## src/rtl/oled_pkg.sv

```systemverilog
// Shared definitions for the SSD1306 refresh scheduler: FSM state encoding,
// SSD1306 addressing opcodes and default framebuffer geometry.
package oled_pkg;

    // Scheduler states: IDLE waits for work, HOST forwards one command byte,
    // PRE streams the window-address preamble, FETCH covers RAM read latency,
    // SEND offers one framebuffer byte as display data.
    typedef enum logic [2:0] {
        IDLE  = 3'd0,
        HOST  = 3'd1,
        PRE   = 3'd2,
        FETCH = 3'd3,
        SEND  = 3'd4
    } state_t;

    // SSD1306 window addressing opcodes
    localparam logic [7:0] CMD_COL_ADDR  = 8'h21;
    localparam logic [7:0] CMD_PAGE_ADDR = 8'h22;

    // Default panel geometry (128x64, 8 pages of 8 rows)
    localparam int OLED_COLS  = 128;
    localparam int OLED_PAGES = 8;
    localparam int FB_BYTES   = OLED_COLS * OLED_PAGES;

    // Number of command bytes sent before the framebuffer data
    localparam int PRE_LEN = 6;

endpackage

```

## src/rtl/oled_preamble_rom.sv

```systemverilog
// Window-address preamble lookup: maps preamble index 0..5 to the command
// byte that sets the full column and page range before a frame.
module oled_preamble_rom
    import oled_pkg::*;
#(
    parameter int COLS  = OLED_COLS,
    parameter int PAGES = OLED_PAGES
) (
    input  logic [2:0] idx,
    output logic [7:0] data
);

    // Column range 0..COLS-1, then page range 0..PAGES-1
    always_comb begin
        data = 8'h00;
        case (idx)
            3'd0:    data = CMD_COL_ADDR;
            3'd1:    data = 8'h00;
            3'd2:    data = 8'(COLS - 1);
            3'd3:    data = CMD_PAGE_ADDR;
            3'd4:    data = 8'h00;
            3'd5:    data = 8'(PAGES - 1);
            default: data = 8'h00;
        endcase
    end

endmodule

```

## src/rtl/oled_refresh_sched.sv

```systemverilog
// Arbiter between single host command bytes and full-frame refreshes for one
// shared SSD1306 SPI byte sender (valid/ready byte interface).
// Optional build macro OLED_AUTO_REFRESH_EN adds a free-running refresh timer
// that raises an internal refresh request every REFRESH_PERIOD cycles.
module oled_refresh_sched
    import oled_pkg::*;
#(
    parameter int COLS  = OLED_COLS,
    parameter int PAGES = OLED_PAGES
`ifdef OLED_AUTO_REFRESH_EN
    ,
    parameter int REFRESH_PERIOD = 900000
`endif
) (
    input  logic       clk,
    input  logic       rst,
    input  logic       refresh_req,
    input  logic       host_cmd_valid,
    input  logic [7:0] host_cmd_data,
    output logic       host_cmd_ready,
    output logic [9:0] fb_addr,
    input  logic [7:0] fb_rdata,
    output logic       byte_valid,
    output logic [7:0] byte_data,
    output logic       byte_dc,
    input  logic       byte_ready,
    output logic       busy,
    output logic       frame_done
);

    // Last framebuffer address and last preamble index
    localparam logic [9:0] FB_LAST  = 10'(COLS * PAGES - 1);
    localparam logic [2:0] PRE_LAST = 3'(PRE_LEN - 1);

    state_t     state_reg,     state_next;
    logic [2:0] pre_idx_reg,   pre_idx_next;
    logic [9:0] fb_addr_reg,   fb_addr_next;
    logic       pending_reg,   pending_next;
    logic [7:0] host_data_reg, host_data_next;

    logic       xfer;
    logic       consume;
    logic       auto_tick;
    logic [7:0] pre_byte;

    oled_preamble_rom #(
        .COLS  (COLS),
        .PAGES (PAGES)
    ) u_preamble_rom (
        .idx  (pre_idx_reg),
        .data (pre_byte)
    );

`ifdef OLED_AUTO_REFRESH_EN
    localparam int TICK_W = $clog2(REFRESH_PERIOD + 1);
    localparam logic [TICK_W-1:0] TICK_LAST = TICK_W'(REFRESH_PERIOD - 1);

    logic [TICK_W-1:0] tick_cnt_reg;

    assign auto_tick = (tick_cnt_reg == TICK_LAST);

    // Free-running refresh timer, keeps counting while a frame is in flight
    always_ff @(posedge clk or posedge rst) begin
        if (rst) begin
            tick_cnt_reg <= '0;
        end else if (auto_tick) begin
            tick_cnt_reg <= '0;
        end else begin
            tick_cnt_reg <= tick_cnt_reg + 1'b1;
        end
    end
`else
    assign auto_tick = 1'b0;
`endif

    // A byte moves to the SPI sender whenever it is offered and accepted
    assign xfer = byte_valid && byte_ready;

    // State and datapath registers; reset aborts any frame in progress
    always_ff @(posedge clk or posedge rst) begin
        if (rst) begin
            state_reg     <= IDLE;
            pre_idx_reg   <= '0;
            fb_addr_reg   <= '0;
            pending_reg   <= 1'b0;
            host_data_reg <= '0;
        end else begin
            state_reg     <= state_next;
            pre_idx_reg   <= pre_idx_next;
            fb_addr_reg   <= fb_addr_next;
            pending_reg   <= pending_next;
            host_data_reg <= host_data_next;
        end
    end

    // Next-state logic: host wins only from IDLE, frames run to completion
    always_comb begin
        state_next     = state_reg;
        pre_idx_next   = pre_idx_reg;
        fb_addr_next   = fb_addr_reg;
        host_data_next = host_data_reg;
        consume        = 1'b0;

        case (state_reg)
            IDLE: begin
                if (host_cmd_valid) begin
                    // Latch the command so the offered byte cannot change
                    host_data_next = host_cmd_data;
                    state_next     = HOST;
                end else if (refresh_req || pending_reg) begin
                    consume      = 1'b1;
                    pre_idx_next = '0;
                    state_next   = PRE;
                end
            end
            HOST: begin
                if (xfer) begin
                    state_next = IDLE;
                end
            end
            PRE: begin
                if (xfer) begin
                    if (pre_idx_reg == PRE_LAST) begin
                        fb_addr_next = '0;
                        state_next   = FETCH;
                    end else begin
                        pre_idx_next = pre_idx_reg + 1'b1;
                    end
                end
            end
            FETCH: begin
                // fb_addr was presented this cycle; data is valid next cycle
                state_next = SEND;
            end
            SEND: begin
                if (xfer) begin
                    if (fb_addr_reg == FB_LAST) begin
                        state_next = IDLE;
                    end else begin
                        fb_addr_next = fb_addr_reg + 1'b1;
                        state_next   = FETCH;
                    end
                end
            end
            default: begin
                state_next = IDLE;
            end
        endcase

        // Requests that cannot start now collapse into one pending frame;
        // a timer wrap in the consuming cycle still counts as a new request.
        if (consume) begin
            pending_next = auto_tick;
        end else begin
            pending_next = pending_reg || refresh_req || auto_tick;
        end
    end

    // Outputs decode from registered state, so reset clears them at once
    always_comb begin
        byte_valid = 1'b0;
        byte_data  = 8'h00;
        byte_dc    = 1'b0;
        case (state_reg)
            HOST: begin
                byte_valid = 1'b1;
                byte_data  = host_data_reg;
            end
            PRE: begin
                byte_valid = 1'b1;
                byte_data  = pre_byte;
            end
            SEND: begin
                // RAM output is registered and fb_addr holds, so it is stable
                byte_valid = 1'b1;
                byte_data  = fb_rdata;
                byte_dc    = 1'b1;
            end
            default: begin
                byte_valid = 1'b0;
            end
        endcase
    end

    assign host_cmd_ready = (state_reg == HOST) && byte_ready;
    assign frame_done     = (state_reg == SEND) && byte_ready && (fb_addr_reg == FB_LAST);
    assign busy           = (state_reg != IDLE);
    assign fb_addr        = fb_addr_reg;

endmodule

```

## config.mk

```make
export PLATFORM = sky130hd
export DESIGN_NAME = oled_refresh_sched
export DESIGN_NICKNAME = d
export VERILOG_FILES = /design/src/rtl/oled_pkg.sv /design/src/rtl/oled_preamble_rom.sv /design/src/rtl/oled_refresh_sched.sv
export SDC_FILE = /design/constraint.sdc
export NUM_CORES = 1
export LEC_CHECK = 0
export BUFFER_PORTS_ARGS = -buffer_cell sky130_fd_sc_hd__buf_2
export CAP_MARGIN = 20
export CORE_ASPECT_RATIO = 0.9
export CORE_UTILIZATION = 40
export CTS_BUF_LIST = sky130_fd_sc_hd__clkbuf_4 sky130_fd_sc_hd__clkbuf_8
export DETAILED_ROUTE_END_ITERATION = 10
export SYNTH_ARGS = -nofsm -noshare
export SYNTH_HDL_FRONTEND = slang
export SYNTH_SLANG_ARGS = --single-unit
export TNS_END_PERCENT = 1
```

## constraint.sdc

```tcl
create_clock -name clk -period 1.9 [get_ports clk]
set_clock_uncertainty 0.05 [all_clocks]
set_input_delay 0.095 -clock clk [delete_from_list [all_inputs] [get_ports clk]]
set_output_delay 0.095 -clock clk [all_outputs]
set_load 0.02 [all_outputs]
```

==> results by group, run 1 <==
Finish
  • Multi-input gate area: ~930 sq um
  • Area grow syn2layout: 34.0%
  • FF+latch area: ~630 sq um
  • Filler cells: ~330
  • Antenna cells: 0
  • NumNets Final: ~250
  • Final instance area: 2090 sq um
  • Layout cells sized above 1: 38.7%
  • Finished Layout Cells: around 270
  • Largest register FFs: 10

Worst setup path
  • Worst Path Max Fanout: 3
  • Setup crit end kind: output pin
  • Top Family by Delay on Critical Path: compound AO/OA/AOI/OAI gates
  • Largest stage delay, worst path: around 0.42 ns
  • Setup Crit Path Kind: flop to output pin
  • Slowest CP cell: dfrtp_1
  • Sum of buffers and inverters on the critical path: 1
  • CP arrival: around 1.7 ns
  • Startpoint Class: flop
  • WP data required: roughly 1.8 ns
  • CP cell instances: ha_2 -> ha_4 -> a211oi_2 -> nor2_1 -> a31oi_1 -> o22ai_1 -> buf_4

Drt
  • Final wirelength: about 4.0 mm
  • Via count: 1486
  • DRC Markers: 0
  • Iteration-0 DRC count of the detailed router: 87
  • ANT nets after route: 0
  • DR vias/cell: between 5 and 6
  • DR WL/cell: about 15 um
  • DRT Pass-1 Iters: 4

Clock tree
  • CTS HTree Levels: 1
  • CTS buffer count: 3
  • Clock sinks: 25
  • Clk_lat worst skew: between 0.2 and 0.3 ns
  • CTS tree: built
  • Root Driver: clkbuf_8
  • Clock tree buffer depth: 2
  • Worst-path clk slew: 0.10 ns

Synthesis
  • Largest family of logic cells by synthesized area: compound AO/OA/AOI/OAI gates
  • Netlist cell types: 44
  • Syn. warnings: 0
  • Seq/Total Area, Yosys: between 40 and 50%
  • Top_reg_cell synth: dfrtp_1
  • Mapped Nets: about 190
  • Flops & latches, synth: 25
  • Simple-gate share of the synthesized area: around a fifth
  • Most common library cells after synthesis: 25 x dfrtp_1, 11 x nand2_1, 11 x nor2_1, 11 x o21ai_0, 9 x mux2_2
  • Area contributors post-synth: dfrtp_1 40%, mux2_2 6.5%, ha_1 4.8%, a22oi_1 3.8%, o21ai_0 3.5%
  • Cell accounting for the most synthesized area: dfrtp_1
  • Mapped Area: 1560 sq um
  • Mux contribution to synthesized area: under 10%
  • Post-synthesis xor/xnor area fraction: 0%
  • Post-synth EDFFs: 0
  • Fraction of the mapped netlist area in compound gates: ~22%
  • Gate Count Post-Synth: between 150 and 200
  • Mean post-synth cell area: roughly 9.4 sq um
  • Top-area cell type share of the netlist area: 40.0%
  • Asr flop ratio synth: 100%
  • Adder-Cell Fraction of Synth Area: 4.80%
  • Count leader, synth: dfrtp_1

Power and ir drop
  • Clock power frac: roughly an eighth
  • P per Cell Area: 1400 nW/um^2
  • P_leak: approximately 0.00095 uW
  • P_sw: between 1000 and 1500 uW
  • Peak supply drop: roughly 710 uV
  • Share of power burned in registers: about a third
  • Design Power: roughly 2900 uW
  • Combinational power share: between 50% and 60%
  • Sw frac: around 44%
  • Int Power: 1650 uW

Placed design
  • Gp weighted congestion: between 0.8 and 0.9
  • DP Cell Count: approximately 260
  • Detailed placement HPWL: approximately 2.8 mm
  • Post-placement setup slack: 0.0789 ns
  • Port bufs: 43
  • Area after DPL: 1870 sq um

STA
  • Final worst slack: 0.0349 ns
  • Fin crit period: roughly 1.9 ns
  • RSZ-0062 raised after global routing: yes
  • Final Cycle Share: between 90 and 100%
  • Min Hold Slack: roughly 0.006 ns
  • Slew Viols, Final: 0
  • Slew HR: roughly 77%
  • Peak Freq: ~0.54 GHz
  • Final setup viols: 0
  • Hold violation count in the final report: 0
  • Least-Margin Pin Slew: 0.347 ns

Run
  • Max Cap Viol: 0

Die
  • Die height: just over 60 um
  • I/O pins: 44
  • Die Wd: between 60 and 70 um
  • Die ar.: between 4000 and 5000 sq um
  • Core Footprint: between 3000 and 4000 sq um
  • Site Rows: 21
  • Initial Util: a little over two fifths

Global routing
  • GRT Total Usage: 20.4%
  • Global route overflow: 0
  • Largest net degree at the start of global routing: 26
  • Vias in the first global route: about 1300
  • Initial antenna violation count: 0
  • First-pass GRT wire length: roughly 6.3 mm

Outcome
  • Outcome: complete, no violations

Worst hold path
  • HP Class: primary input to flop
-- placed cells by master (no fill, tap or decap), drive strengths merged, types with 2 or more instances in the layout --
master,instances
and2,2
nand4,3
and4,2
clkbuf,4
nand3,5
o22a,2
o22ai,4
dlygate4sd3,8
a21oi,4
and3,2
o21ai,13
inv,8
a211oi,2
a31oi,4
a22oi,8
dfrtp,25
nor3,3
buf,55
o31ai,7
nand2,11
mux2i,2
nor2b,3
ha,6
mux2,9
or3,4
nor2,13
-- timing repair --
| item | 4_1_cts | 5_1_grt |
|---|---|---|
| hold endpoints to repair | 31 | 1 |
| gates cloned | 0 | 0 |
| endpoints found under the setup margin | 2 | 17 |
| setup buffers | 2 | 0 |
| resized for setup | 7 | 19 |
| hold buffers | 7 | 1 |
| pin swaps | 1 | 1 |
-- kinds of logic after synthesis --
family                     after synthesis
AOI/OAI and AO/OA                       52
adders and majority gates                6
buffers and inverters                   17
DFF                                     25
muxes                                   11
and+or+nand+nor                         56
-- power by group through the flow --
| stage | sequential (uW) | clock, uW | combinational, uW |
|---|---|---|---|
| after global placement | 914 | 0 | 1530 |
| after global routing | 979 | 378 | 1820 |
| after CTS | 920 | 358 | 1600 |
| after floorplan | 929 | 0 | 1060 |
| final | 945 | 346 | 1650 |
| after detailed placement | 929 | 0 | 1550 |
-- worst paths after layout --
check                      slack [ns]              from  cells past startpoint               end
setup / recovery                 0.03    pre_idx_reg[1]                      7      byte_data[5]
hold / removal                  0.006  host_cmd_data[7]                      2  host_data_reg[7]
setup reg to reg                 0.08    pre_idx_reg[0]                      7    pre_idx_reg[2]
hold reg to reg                  0.46       pending_reg                      1       pending_reg
max in group asynchronous        1.16               rst                      4      state_reg[1]
min in group asynchronous        0.36               rst                      4  host_data_reg[3]
-- stage by stage --
| stage | setup TNS, ns | util [%] |
|---|---|---|
| 3_5_place_dp | 0 | 50.0 |
| 2_1_floorplan | 0 | - |
| 6_report | 0 | 56.1 |
| 3_3_place_gp | 0 | 50.0 |
| 5_1_grt | -0.109 | 56.1 |
| 4_1_cts | 0 | 54.2 |
-- per-layer routing --
layer,wire length [um],share of wire (%),vias to the layer above,GRT usage (%)
met5,0,0,-,0
met2,1770,44,47,29.6
met3,232,5.8,4,3.89
met1,1960,49,694,30.7
li1,-,-,741,-
met4,29,0.73,0,5.36
-- worst register-to-register path, cell delays in order, from the launching register on --
cell and delay, ns:
dfrtp_1 0.42, buf_4 0.14, ha_1 0.21, buf_4 0.16
nand2_1 0.09, nand3_1 0.08, a21boi_1 0.21, mux2_2 0.36
-- cell type report --
class	count	area share (%)
well taps	46	2.75
clock buffers	4	2.33
flip-flops and latches	25	30.1
multi-input cells	125	44.6
repair buffers	63	18.8
inverters	8	1.43
No activity file was read; power rests on OpenSTA's default activity.
==> inputs of run 2 (changes only) <==
- CTS_BUF_LIST: sky130_fd_sc_hd__clkbuf_4 sky130_fd_sc_hd__clkbuf_8 -> sky130_fd_sc_hd__clkbuf_4
- PLACE_DENSITY: default -> 0.66
- clock period: 1.9 -> 1.5 ns (I/O delays scaled with it)
==> run 2 against run 1 <==
  * Sequential share of layout area is 5.6 points lower
  * The flow now finishes with violations (setup timing)
  * Sequential power grew 23%
  * Setup slack got worse by 0.54 ns
  * Combinational power grew 88%
  * Critical path type unchanged
  * Highest routed layer unchanged
  * Clock power is 1% higher
==> results by group, run 2 (synthesis gave the netlist of run 1 again) <==
Worst setup path
  • Startpoint Class: flop
  • CP arrival: 1.88 ns
  • WP data required: about 1.4 ns
  • Worst Path Max Fanout: 3
  • Setup crit end kind: output pin
  • Setup Crit Path Kind: flop to output pin

STA
  • Final setup viols: 35
  • RSZ-0062 raised after global routing: yes
  • Final Cycle Share: 133%
  • Hold violation count in the final report: 0
  • Slew HR: just under 80%
  • Fin crit period: approximately 2.0 ns
  • Final worst slack: -0.500 ns
  • Least-Margin Pin Slew: roughly 0.34 ns
  • Peak Freq: between 0.4 and 0.5 GHz
  • Slew Viols, Final: 0

Drt
  • DRT Pass-1 Iters: 4
  • Via count: 1699
  • DRC Markers: 0
  • DR vias/cell: 5.45
  • ANT nets after route: 0
  • Iteration-0 DRC count of the detailed router: 82
  • Final wirelength: roughly 4.8 mm
  • DR WL/cell: 15.4 um

Power and ir drop
  • Combinational power share: 67.3%
  • P_sw: 1980 uW
  • Sw frac: between 40% and 50%
  • Int Power: 2640 uW
  • Clock power frac: 7.6%
  • Share of power burned in registers: between 20% and 30%
  • P per Cell Area: around 1800 nW/um^2
  • P_leak: 0.00118 uW
  • Peak supply drop: approximately 1000 uV

Outcome
  • Violated checks: setup timing
  • Outcome: complete, but fails checks

Global routing
  • Vias in the first global route: ~1600
  • Initial antenna violation count: 0
  • First-pass GRT wire length: roughly 7.4 mm
  • Global route overflow: 0
  • Largest net degree at the start of global routing: 26
  • GRT Total Usage: roughly a quarter

Clock tree
  • CTS HTree Levels: 1
  • Clock tree buffer depth: 2
  • CTS buffer count: 3
  • Worst-path clk slew: ~0.16 ns
  • Clock sinks: 25
  • CTS tree: built
  • Clk_lat worst skew: about 0.34 ns
  • Root Driver: clkbuf_4

Finish
  • Most frequent cells in the layout: 50 x buf_4, 32 x buf_2, 23 x dfrtp_1
  • Layout cells sized above 1: approximately 53%
  • Commonest non-fill, non-tap cell in the layout: buf_4
  • Area grow syn2layout: 64.1%
  • NumNets Final: just under 300
  • Antenna cells: 0
  • Finished Layout Cells: about 310
  • Largest register FFs: 10

Placed design
  • DP Cell Count: around 290
  • Gp weighted congestion: between 0.8 and 0.9
  • Post-placement setup slack: -0.250 ns
  • Port bufs: 43
  • Detailed placement HPWL: around 3.2 mm

Die
  • Initial Util: 41.9%
  • Core Footprint: around 3700 sq um
  • I/O pins: 44
  • Site Rows: 21
  • Die ar.: approximately 4200 sq um
  • Die Wd: slightly below 70 um
  • Die height: just over 60 um

Run
  • Max Cap Viol: 0

Worst hold path
  • HP Class: primary input to flop
[run 2: layer usage]
layer	share of wire, %	global-route usage [%]	vias up
met5	0	0	-
met4	1.3	3.57	0
met3	4.1	5.37	6
met2	48	38.0	45
met1	47	34.8	818
li1	-	-	830
[run 2: metrics by stage]
| stage | TNS, ns | total power, uW | area [sq um] | util, % | hold WS [ns] |
|---|---|---|---|---|---|
| floorplan | -3.30 | 2580 | 1590 | - | 0.0523 |
| global placement | -3.53 | 3540 | 2150 | 57.7 | 0.0942 |
| detailed placement | -4.37 | 3580 | 2150 | 57.7 | 0.0959 |
| CTS | -7.94 | 4370 | 2490 | 66.7 | 0.0112 |
| global route | -11.02 | 4910 | 2560 | 68.7 | 0.0354 |
| finish | -8.26 | 4620 | 2560 | 68.7 | 0.0396 |
[run 2: what timing repair did]
item                                    CTS  global route
endpoints found under the setup margin   36            36
hold endpoints to repair                 34             0
hold buffers                             11             0
setup buffers                             4             0
pin swaps                                 8             1
gates resized for setup                  49            19
gates cloned                              1             0
[run 2: final timing paths]
kind | start | endpoint | slack [ns] | cells after the start
worst max register to register | pre_idx_reg[0] | fb_addr[4] | -0.26 | 6
min in group asynchronous | rst | fb_addr[3] | 0.25 | 4
max in group asynchronous | rst | state_reg[1] | 0.87 | 4
worst max-delay path | pre_idx_reg[1] | byte_data[5] | -0.50 | 7
worst min-delay path | byte_ready | fb_addr[2] | 0.04 | 3
worst min register to register | host_data_reg[3] | host_data_reg[3] | 0.49 | 1
[run 2: power groups by stage]
stage          Clock [uW]  Sequential (uW)  Combinational, uW
3_5_place_dp            0             1150               2440
5_1_grt               387             1190               3330
6_report              350             1160               3110
2_1_floorplan           0             1180               1390
4_1_cts               366             1140               2860
3_3_place_gp            0             1130               2420
[run 2: worst max-delay path: stages, from the launching register on]
cell and delay [ns]:
dfrtp_1 0.45, ha_2 0.20, ha_2 0.18, a211oi_2 0.17
nor2_1 0.06, a31oi_1 0.19, o22ai_1 0.12, buf_2 0.17
[run 2: layout make-up]
type                    instances  area, sq um
multi-input cells             125         1050
inverters                       8         32.5
repair buffers                104          769
flip-flops and latches         25          628
well taps                      46         57.6
clock buffers                   3         22.5
clock inverters                 1         8.76
fillers                       288         1170
